[src/rtl/dfi_lpddr4_responder_if.sv]
// dfi_lpddr4_responder_if: 4-phase LPDDR4 DFI command and read-data bus between controller and PHY responder
interface dfi_lpddr4_responder_if;
  logic [3:0] dfi_cs;
  logic [23:0] dfi_ca;
  logic [3:0] dfi_rddata_en;
  logic [255:0] dfi_rddata;
  logic [3:0] dfi_rddata_valid;
  modport master (output dfi_cs, dfi_ca, dfi_rddata_en, input dfi_rddata, dfi_rddata_valid);
  modport slave (input dfi_cs, dfi_ca, dfi_rddata_en, output dfi_rddata, dfi_rddata_valid);
endinterface

[src/rtl/dfi_lpddr4_responder.sv]
// dfi_lpddr4_responder: LPDDR4 DFI command decoder, bank tracker and fixed-latency read-data returner.
// Optional: define DFI_RESP_CHECK_EN to flag bank-state access violations on err_sticky[2].
module dfi_lpddr4_responder #(
  parameter int RD_LAT = 4,
  parameter int NUM_BANKS = 8
) (
  input  logic sys_clk,
  input  logic sys_rst,
  dfi_lpddr4_responder_if.slave dfi,
  output logic cmd_a_valid,
  output logic [2:0] cmd_a_type,
  output logic [2:0] cmd_a_bank,
  output logic [1:0] cmd_a_phase,
  output logic cmd_b_valid,
  output logic [2:0] cmd_b_type,
  output logic [2:0] cmd_b_bank,
  output logic [1:0] cmd_b_phase,
  output logic [NUM_BANKS-1:0] bank_open,
  output logic [2:0] err_sticky,
  input  logic err_clr
);
  typedef enum logic [1:0] {IDLE, EDGE2, WAITPAIR, PAIR2} state_t;
  state_t st, s;
  logic [2:0] typ, t, bank, b, err_n;
  logic [NUM_BANKS-1:0] bo;
  logic cs, done, pair, n;
  logic [5:0] ca;
  logic av, bv;
  logic [2:0] at, ab, bt, bb;
  logic [1:0] ap, bp;
  logic [3:0] pipe [RD_LAT];
  logic [31:0] beat_cnt, c;
  logic [255:0] rd;
  // Pending command type: 0 marks an unknown 2-edge command that is never reported
  function automatic logic [2:0] first_type(input logic [5:0] x);
    return x[0] ? (x[1] ? 3'd0 : 3'd1) :
           x[4:0] == 5'b00010 ? 3'd2 :
           x[4:0] == 5'b00100 ? 3'd3 :
           x[4:0] == 5'b01100 ? 3'd4 :
           x[4:0] == 5'b10000 ? (x[5] ? 3'd6 : 3'd5) :
           x[4:0] == 5'b01000 ? 3'd7 : 3'd0;
  endfunction
  always_comb begin
    s = st; t = typ; b = bank; bo = bank_open; err_n = '0; n = 1'b0;
    cs = 1'b0; ca = '0; done = 1'b0; pair = 1'b0;
    av = 1'b0; at = '0; ab = '0; ap = '0; bv = 1'b0; bt = '0; bb = '0; bp = '0;
    for (int p = 0; p < 4; p++) begin
      cs = dfi.dfi_cs[p];
      ca = dfi.dfi_ca[6*p +: 6];
      pair = (s == WAITPAIR) && (t == 3'd1 ? ca[1:0] == 2'b11 : ca[4:0] == 5'b10010);
      done = !cs && (s == PAIR2 || (s == EDGE2 && t >= 3'd5));
      if (cs) begin
        err_n[1] = err_n[1] | (s == EDGE2) | (s == PAIR2);
        err_n[0] = err_n[0] | ((s == WAITPAIR) && !pair);
        t = pair ? t : first_type(ca);
        s = pair ? PAIR2 : EDGE2;
      end else if (s == EDGE2) begin
        b = ca[2:0];
        s = (t == 3'd0 || t >= 3'd5) ? IDLE : WAITPAIR;
      end else if (s == PAIR2)
        s = IDLE;
      if (done) begin
`ifdef DFI_RESP_CHECK_EN
        if (t == 3'd1 ? bo[b] : (t <= 3'd4 && !bo[b])) err_n[2] = 1'b1;
`endif
        if (t == 3'd1) bo[b] = 1'b1;
        else if (t == 3'd5) bo[b] = 1'b0;
        else if (t == 3'd6) bo = '0;
        if (n) begin
          bv = 1'b1; bt = t; bb = t == 3'd7 ? 3'd0 : b; bp = 2'(p);
        end else begin
          av = 1'b1; at = t; ab = t == 3'd7 ? 3'd0 : b; ap = 2'(p);
        end
        n = 1'b1;
      end
    end
  end
  always_ff @(posedge sys_clk) begin
    if (sys_rst) begin
      st <= IDLE; typ <= '0; bank <= '0; bank_open <= '0; err_sticky <= '0;
      cmd_a_valid <= 1'b0; cmd_a_type <= '0; cmd_a_bank <= '0; cmd_a_phase <= '0;
      cmd_b_valid <= 1'b0; cmd_b_type <= '0; cmd_b_bank <= '0; cmd_b_phase <= '0;
    end else begin
      st <= s; typ <= t; bank <= b; bank_open <= bo;
      err_sticky <= (err_clr ? 3'b0 : err_sticky) | err_n;
      cmd_a_valid <= av; cmd_a_type <= at; cmd_a_bank <= ab; cmd_a_phase <= ap;
      cmd_b_valid <= bv; cmd_b_type <= bt; cmd_b_bank <= bb; cmd_b_phase <= bp;
    end
  end
  always_ff @(posedge sys_clk) begin
    if (sys_rst) begin
      for (int i = 0; i < RD_LAT; i++) pipe[i] <= '0;
      beat_cnt <= '0;
    end else begin
      pipe[0] <= dfi.dfi_rddata_en;
      for (int i = 1; i < RD_LAT; i++) pipe[i] <= pipe[i-1];
      beat_cnt <= beat_cnt + 32'($countones(pipe[RD_LAT-1]));
    end
  end
  // Beats are numbered in phase order starting from the running counter
  always_comb begin
    c = beat_cnt; rd = '0;
    for (int p = 0; p < 4; p++)
      if (pipe[RD_LAT-1][p]) begin
        rd[64*p +: 64] = {c, ~c};
        c = c + 32'd1;
      end
  end
  assign dfi.dfi_rddata = rd;
  assign dfi.dfi_rddata_valid = pipe[RD_LAT-1];
endmodule

[src/flat_wrapper.sv]
// flat-port wrapper written by rule: the top's interface ports become plain ports
module dfi_lpddr4_responder_flat 
#(
  parameter int RD_LAT = 4,
  parameter int NUM_BANKS = 8
)
  (sys_clk, sys_rst, cmd_a_valid, cmd_a_type, cmd_a_bank, cmd_a_phase, cmd_b_valid, cmd_b_type, cmd_b_bank, cmd_b_phase, bank_open, err_sticky, err_clr, dfi_dfi_cs, dfi_dfi_ca, dfi_dfi_rddata_en, dfi_dfi_rddata, dfi_dfi_rddata_valid);
  dfi_lpddr4_responder_if dfi_i ();
  input  logic sys_clk;
  input  logic sys_rst;
  output logic cmd_a_valid;
  output logic [2:0] cmd_a_type;
  output logic [2:0] cmd_a_bank;
  output logic [1:0] cmd_a_phase;
  output logic cmd_b_valid;
  output logic [2:0] cmd_b_type;
  output logic [2:0] cmd_b_bank;
  output logic [1:0] cmd_b_phase;
  output logic [NUM_BANKS-1:0] bank_open;
  output logic [2:0] err_sticky;
  input  logic err_clr;
  input wire logic [$bits(dfi_i.dfi_cs)-1:0] dfi_dfi_cs;
  input wire logic [$bits(dfi_i.dfi_ca)-1:0] dfi_dfi_ca;
  input wire logic [$bits(dfi_i.dfi_rddata_en)-1:0] dfi_dfi_rddata_en;
  output wire logic [$bits(dfi_i.dfi_rddata)-1:0] dfi_dfi_rddata;
  output wire logic [$bits(dfi_i.dfi_rddata_valid)-1:0] dfi_dfi_rddata_valid;
  assign dfi_i.dfi_cs = dfi_dfi_cs;
  assign dfi_i.dfi_ca = dfi_dfi_ca;
  assign dfi_i.dfi_rddata_en = dfi_dfi_rddata_en;
  assign dfi_dfi_rddata = dfi_i.dfi_rddata;
  assign dfi_dfi_rddata_valid = dfi_i.dfi_rddata_valid;
  dfi_lpddr4_responder #(.RD_LAT(RD_LAT), .NUM_BANKS(NUM_BANKS)) u_core (.sys_clk(sys_clk), .sys_rst(sys_rst), .dfi(dfi_i), .cmd_a_valid(cmd_a_valid), .cmd_a_type(cmd_a_type), .cmd_a_bank(cmd_a_bank), .cmd_a_phase(cmd_a_phase), .cmd_b_valid(cmd_b_valid), .cmd_b_type(cmd_b_type), .cmd_b_bank(cmd_b_bank), .cmd_b_phase(cmd_b_phase), .bank_open(bank_open), .err_sticky(err_sticky), .err_clr(err_clr));
endmodule
[config.mk]
export PLATFORM = sky130hd
export DESIGN_NAME = dfi_lpddr4_responder_flat
export DESIGN_NICKNAME = d
export VERILOG_FILES = /design/src/rtl/dfi_lpddr4_responder_if.sv /design/src/rtl/dfi_lpddr4_responder.sv /design/src/flat_wrapper.sv
export SDC_FILE = /design/constraint.sdc
export NUM_CORES = 1
export LEC_CHECK = 0
export ABC_AREA = 1
export CAP_MARGIN = 20
export CELL_PAD_IN_SITES_DETAIL_PLACEMENT = 1
export CELL_PAD_IN_SITES_GLOBAL_PLACEMENT = 1
export CORE_MARGIN = 8
export CORE_UTILIZATION = 31
export CTS_CLUSTER_DIAMETER = 40
export DETAILED_ROUTE_END_ITERATION = 12
export HOLD_SLACK_MARGIN = 0.06
export PLACE_DENSITY = 0.95
export SLEW_MARGIN = 20
export SYNTH_ARGS = -nofsm -noshare
export SYNTH_HDL_FRONTEND = slang
export SYNTH_SLANG_ARGS = --single-unit
[constraint.sdc]
create_clock -name sys_clk -period 4.9 [get_ports sys_clk]
set_clock_uncertainty 0.15 [all_clocks]
set_input_delay 0.49 -clock sys_clk [delete_from_list [all_inputs] [get_ports sys_clk]]
set_output_delay 0.49 -clock sys_clk [all_outputs]
set_load 0.02 [all_outputs]
==> key figures <==
Run status
  • Outcome: finished with violations
  • Failing checks: capacitance limit, slew limit, setup timing

Critical path
  • CP required: 4.26 ns
  • Cell breakdown of the critical path: clkinvlp_4 -> ha_1 -> inv_1 -> ha_1 -> inv_1 -> o21ai_0 -> nand2_1 -> nor3_2 -> nand2_1 -> nor4_1 -> nand2_1 -> nor3_4 -> nand2_2 -> nor2_4 -> nand3_4 -> or3_4 -> xor2_2 -> inv_1 -> nor2_2 -> buf_6
  • Type of element launching the critical path: flop
  • CP Buf/Inv Count: 5
  • Start-to-end type of the worst setup path: flop to primary output
  • Critical path data arrival time: 6.39 ns
  • Worst-path maximum fanout: 3
  • CP max-delay cell: sky130_fd_sc_hd__nor4_1
  • Setup crit end kind: primary output
  • Highest cell delay on the worst timing path: 1.40 ns
  • Worst path top cell family by delay: simple AND/OR/NAND/NOR gates

Worst hold path
  • Hold Crit Class: flop to flop

Yosys
  • Net count of the mapped netlist: 1684
  • Number of synthesized flops with an enable pin: 0
  • Number of unique standard cell types used by synthesis: 56
  • Combinational family with the most area after synthesis: simple AND/OR/NAND/NOR gates
  • Number of synthesized register bits: 84
  • Share of flip-flops with an asynchronous set or reset after synthesis: 0%
  • Synthesized area per cell: 5.735 µm²
  • Post-synthesis instance total: 1633
  • Synth Area in XOR/XNOR: 7.629%
  • Area of the mapped netlist: 9365 µm²
  • Sequential fraction of the synthesis area: 17.96%
  • Synth Area in Compound Gates: 11.98%
  • Adder-cell share of the synthesized area: 2.378%
  • Post-Synth Simple-Gate Area: 45.08%
  • Flip-flop cell with the highest count after synthesis: sky130_fd_sc_hd__dfxtp_1
  • Number of warnings issued by yosys: 0
  • Post-synthesis mux area share: 0%

STA
  • Relative max-transition margin: -15.41%
  • Shortest clock period the worst path allows after layout: 7.032 ns
  • Setup Viol. Count Final: 88
  • Transition time at the pin with the least slew margin: 1.715 ns
  • Setup repair after global routing missed its margin: yes
  • Portion of the clock cycle consumed by the worst path in the final layout: 143.5%
  • Final-layout setup total negative slack: -62.12 ns
  • Worst setup slack after layout: -2.132 ns
  • Final-report hold violation count: 0
  • Timing-limited maximum frequency: 142.2 MHz
  • Max Transition Viols Final: 2

Clock network
  • Clock root buffer: sky130_fd_sc_hd__clkbuf_16
  • Clock latency at the later pin of the worst-skew pair: 0.36 ns
  • Clock tree from TritonCTS: built
  • TritonCTS Buffers: 9
  • Number of clock sinks: 84
  • Number of H-tree levels: 3
  • Clock-pin slew on the worst setup and hold paths: 0.08 ns
  • Maximum root-to-sink buffer count: 2

Place
  • Half-perimeter wire length of the detailed placement result: 42540 µm
  • Cell count after placement: 2424
  • Final estimated routing congestion in global placement: 0.9610
  • Port bufs: 322

Power
  • Design internal power: 1.218 mW
  • Power share of the sequential group: 36.8%
  • Clock network power share: 37.4%
  • Share of power burned in combinational logic: 25.9%
  • Reported net switching power: 709.3 µW
  • Areal power density over the cells: 124.5 nW/µm²
  • Worst vdd rail ir drop: 0.1968 mV
  • Net switching fraction of the power: 36.81%
  • Static leakage: 7.170 nW

Die
  • Die X: 189.8 µm
  • Placeable core region: 29720 µm²
  • Std cell rows: 63
  • Effective utilization at floorplan: 31.51%
  • Height of the die: 189.8 µm
  • Number of top-level pins: 324
  • Die footprint: 36030 µm²

Route
  • 1st-pass router iterations: 6
  • Antenna Violating Nets Remaining: 0
  • DRT iter0 DRCs: 1548
  • Drt via density: 5.923
  • Post-detailed-route DRC marker count: 0
  • Post-DR wirelength/cell: 29.24 µm
  • Vias: 14800
  • Total Wirelength: 73070 µm

Finish
  • Number of cells in the finished layout apart from fillers: 2499
  • Most common library cell in the layout ignoring fill and taps: sky130_fd_sc_hd__nor2_1
  • Fraction of layout instances using a drive strength above 1: 24.34%
  • Area Overhead vs Synth: 65.26%
  • Number of nets in the final layout: 2154
  • Highest-count cells in the layout ignoring fill and taps: sky130_fd_sc_hd__nor2_1 (329), sky130_fd_sc_hd__nand2_1 (266), sky130_fd_sc_hd__inv_1 (263), sky130_fd_sc_hd__clkdlybuf4s50_1 (257), sky130_fd_sc_hd__buf_4 (203)

Global routing
  • Maximum number of pins on one net before global-route repair: 64
  • Global-route usage over all layers: 30.80%
  • Global-route wire length before repair: 87430 µm
  • Remaining Overflow, GRT: 0
  • Via count of the first global-routing pass: 14600
  • Number of antenna violations at the first check in global routing: 5

Flow run
  • Max capacitance violation total: 1
layer usage:
layer	up-vias	share of wire, %	routed length, µm	GRT usage (%)
li1	6017	-	-	-
met1	6963	32	23210	31.50
met2	1264	45	33230	55.14
met3	549	12	8459	6.591
met4	8	11	8112	22.31
met5	-	0.074	54	0
stage by stage:
step / util [%] / hold WS [ns] / power, mW / instance area, µm² / worst slack, ns
CTS: 48.95 / 0.2557 / 1.883 / 14550 / -0.1515
finish: 52.08 / 0.2679 / 1.927 / 15480 / -2.132
global placement: 46.56 / 0.2380 / 1.154 / 13840 / -0.03287
detailed placement: 46.56 / 0.2498 / 1.180 / 13840 / -0.4403
global route: 52.07 / 0.2743 / 1.984 / 15470 / -2.033
floorplan: - / 0.2383 / 0.9872 / 9365 / 0.3690
power by group through the flow:
stage                     sequential, mW  clock [mW]  combinational (mW)
final                              0.708       0.720               0.498
after global routing               0.709       0.746               0.529
after CTS                          0.707       0.713               0.463
after detailed placement           0.723           0               0.458
after global placement             0.721           0               0.433
after floorplan                    0.728           0               0.259
logic make-up after synthesis:
family / Yosys count
xor+xnor: 67
compound gates: 198
buf+inv: 365
fa+ha+maj: 16
other cells: 1
simple gates: 902
flops: 84
flip-flops by register name, summed over array words and instances, names as in the netlist, 3 cells and up:
signal / flops
u_core.bank: 3
u_core.cmd_b_bank: 3
u_core.cmd_a_type: 3
u_core.cmd_a_bank: 3
u_core.cmd_b_type: 3
u_core.typ: 3
u_core.bank_open: 8
u_core.beat_cnt: 32
u_core.pipe: 16
cell type report:
| type | count | area (µm²) |
|---|---|---|
| Antenna cell | 1 | 2.502 |
| Clock buffer | 9 | 225.2 |
| Clock inverter | 7 | 73.82 |
| Fill cell | 3860 | 14240 |
| Inverter | 316 | 1200 |
| Multi-Input combinational cell | 1184 | 7181 |
| Sequential cell | 84 | 1695 |
| Tap cell | 390 | 488.0 |
| Timing Repair Buffer | 508 | 4612 |
synth_stat cells, types with 3 or more instances:
cell type                  number  area (µm²)
sky130_fd_sc_hd__a21oi_1       61       305.3
sky130_fd_sc_hd__a31oi_1        4       25.02
sky130_fd_sc_hd__and3_1         3       18.77
sky130_fd_sc_hd__buf_2          7       35.03
sky130_fd_sc_hd__clkbuf_1      37       138.9
sky130_fd_sc_hd__dfxtp_1       84        1682
sky130_fd_sc_hd__fa_1           3       60.06
sky130_fd_sc_hd__ha_1          13       162.7
sky130_fd_sc_hd__inv_1        281        1055
sky130_fd_sc_hd__inv_2         32       120.1
sky130_fd_sc_hd__nand2_1      283        1062
sky130_fd_sc_hd__nand2_2       23       143.9
sky130_fd_sc_hd__nand2_4        4       45.04
sky130_fd_sc_hd__nand3_1       83       415.4
sky130_fd_sc_hd__nand3_2        5       50.05
sky130_fd_sc_hd__nand3_4        3       52.55
sky130_fd_sc_hd__nand4_1       36       225.2
sky130_fd_sc_hd__nand4_2        5       62.56
sky130_fd_sc_hd__nor2_1       352        1321
sky130_fd_sc_hd__nor2_2        15       93.84
sky130_fd_sc_hd__nor2_4         7       78.83
sky130_fd_sc_hd__nor2_8         5       100.1
sky130_fd_sc_hd__nor3_1        46       230.2
sky130_fd_sc_hd__nor3_2         5       50.05
sky130_fd_sc_hd__nor3_4         3       48.80
sky130_fd_sc_hd__nor4_1        10       62.56
sky130_fd_sc_hd__nor4_2         4       50.05
sky130_fd_sc_hd__o211ai_1       9       67.56
sky130_fd_sc_hd__o21a_1         3       22.52
sky130_fd_sc_hd__o21ai_0       85       425.4
sky130_fd_sc_hd__o21ai_1        4       20.02
sky130_fd_sc_hd__o21ai_2        3       26.28
sky130_fd_sc_hd__o221ai_1       6       52.55
sky130_fd_sc_hd__o31ai_1       18       135.1
sky130_fd_sc_hd__xor2_1        51       446.7
sky130_fd_sc_hd__xor2_2        12       195.2
worst paths after layout:
path | endpoint | slack [ns] | startpoint | cells after the start
worst min register to register | u_core.pipe[2][2]$_SDFF_PP0_ | 0.27 | u_core.pipe[1][2]$_SDFF_PP0_ | 2
worst min-delay path | u_core.pipe[2][2]$_SDFF_PP0_ | 0.27 | u_core.pipe[1][2]$_SDFF_PP0_ | 2
worst max register to register | u_core.beat_cnt[23]$_SDFF_PP0_ | 0.50 | u_core.pipe[3][0]$_SDFF_PP0_ | 18
worst max-delay path | dfi_dfi_rddata[221] | -2.13 | u_core.beat_cnt[0]$_SDFF_PP0_ | 20
worst reg2reg max path, delay by kind of cell, from the launching register on:
family | cells | cell delay (ns)
and+or+nand+nor | 6 | 1.26
adders and majority gates | 4 | 1.21
buffers and inverters | 6 | 0.83
AOI/OAI and AO/OA | 2 | 0.42
DFF | 1 | 0.38
what timing repair did:
action,4_1_cts,5_1_grt
buffers inserted,16,43
resized for setup,147,233
gates cloned,0,0
pin swaps,17,62
setup endpoints to repair,45,89
hold buffers,0,0
(Power assumes the default switching activity.)
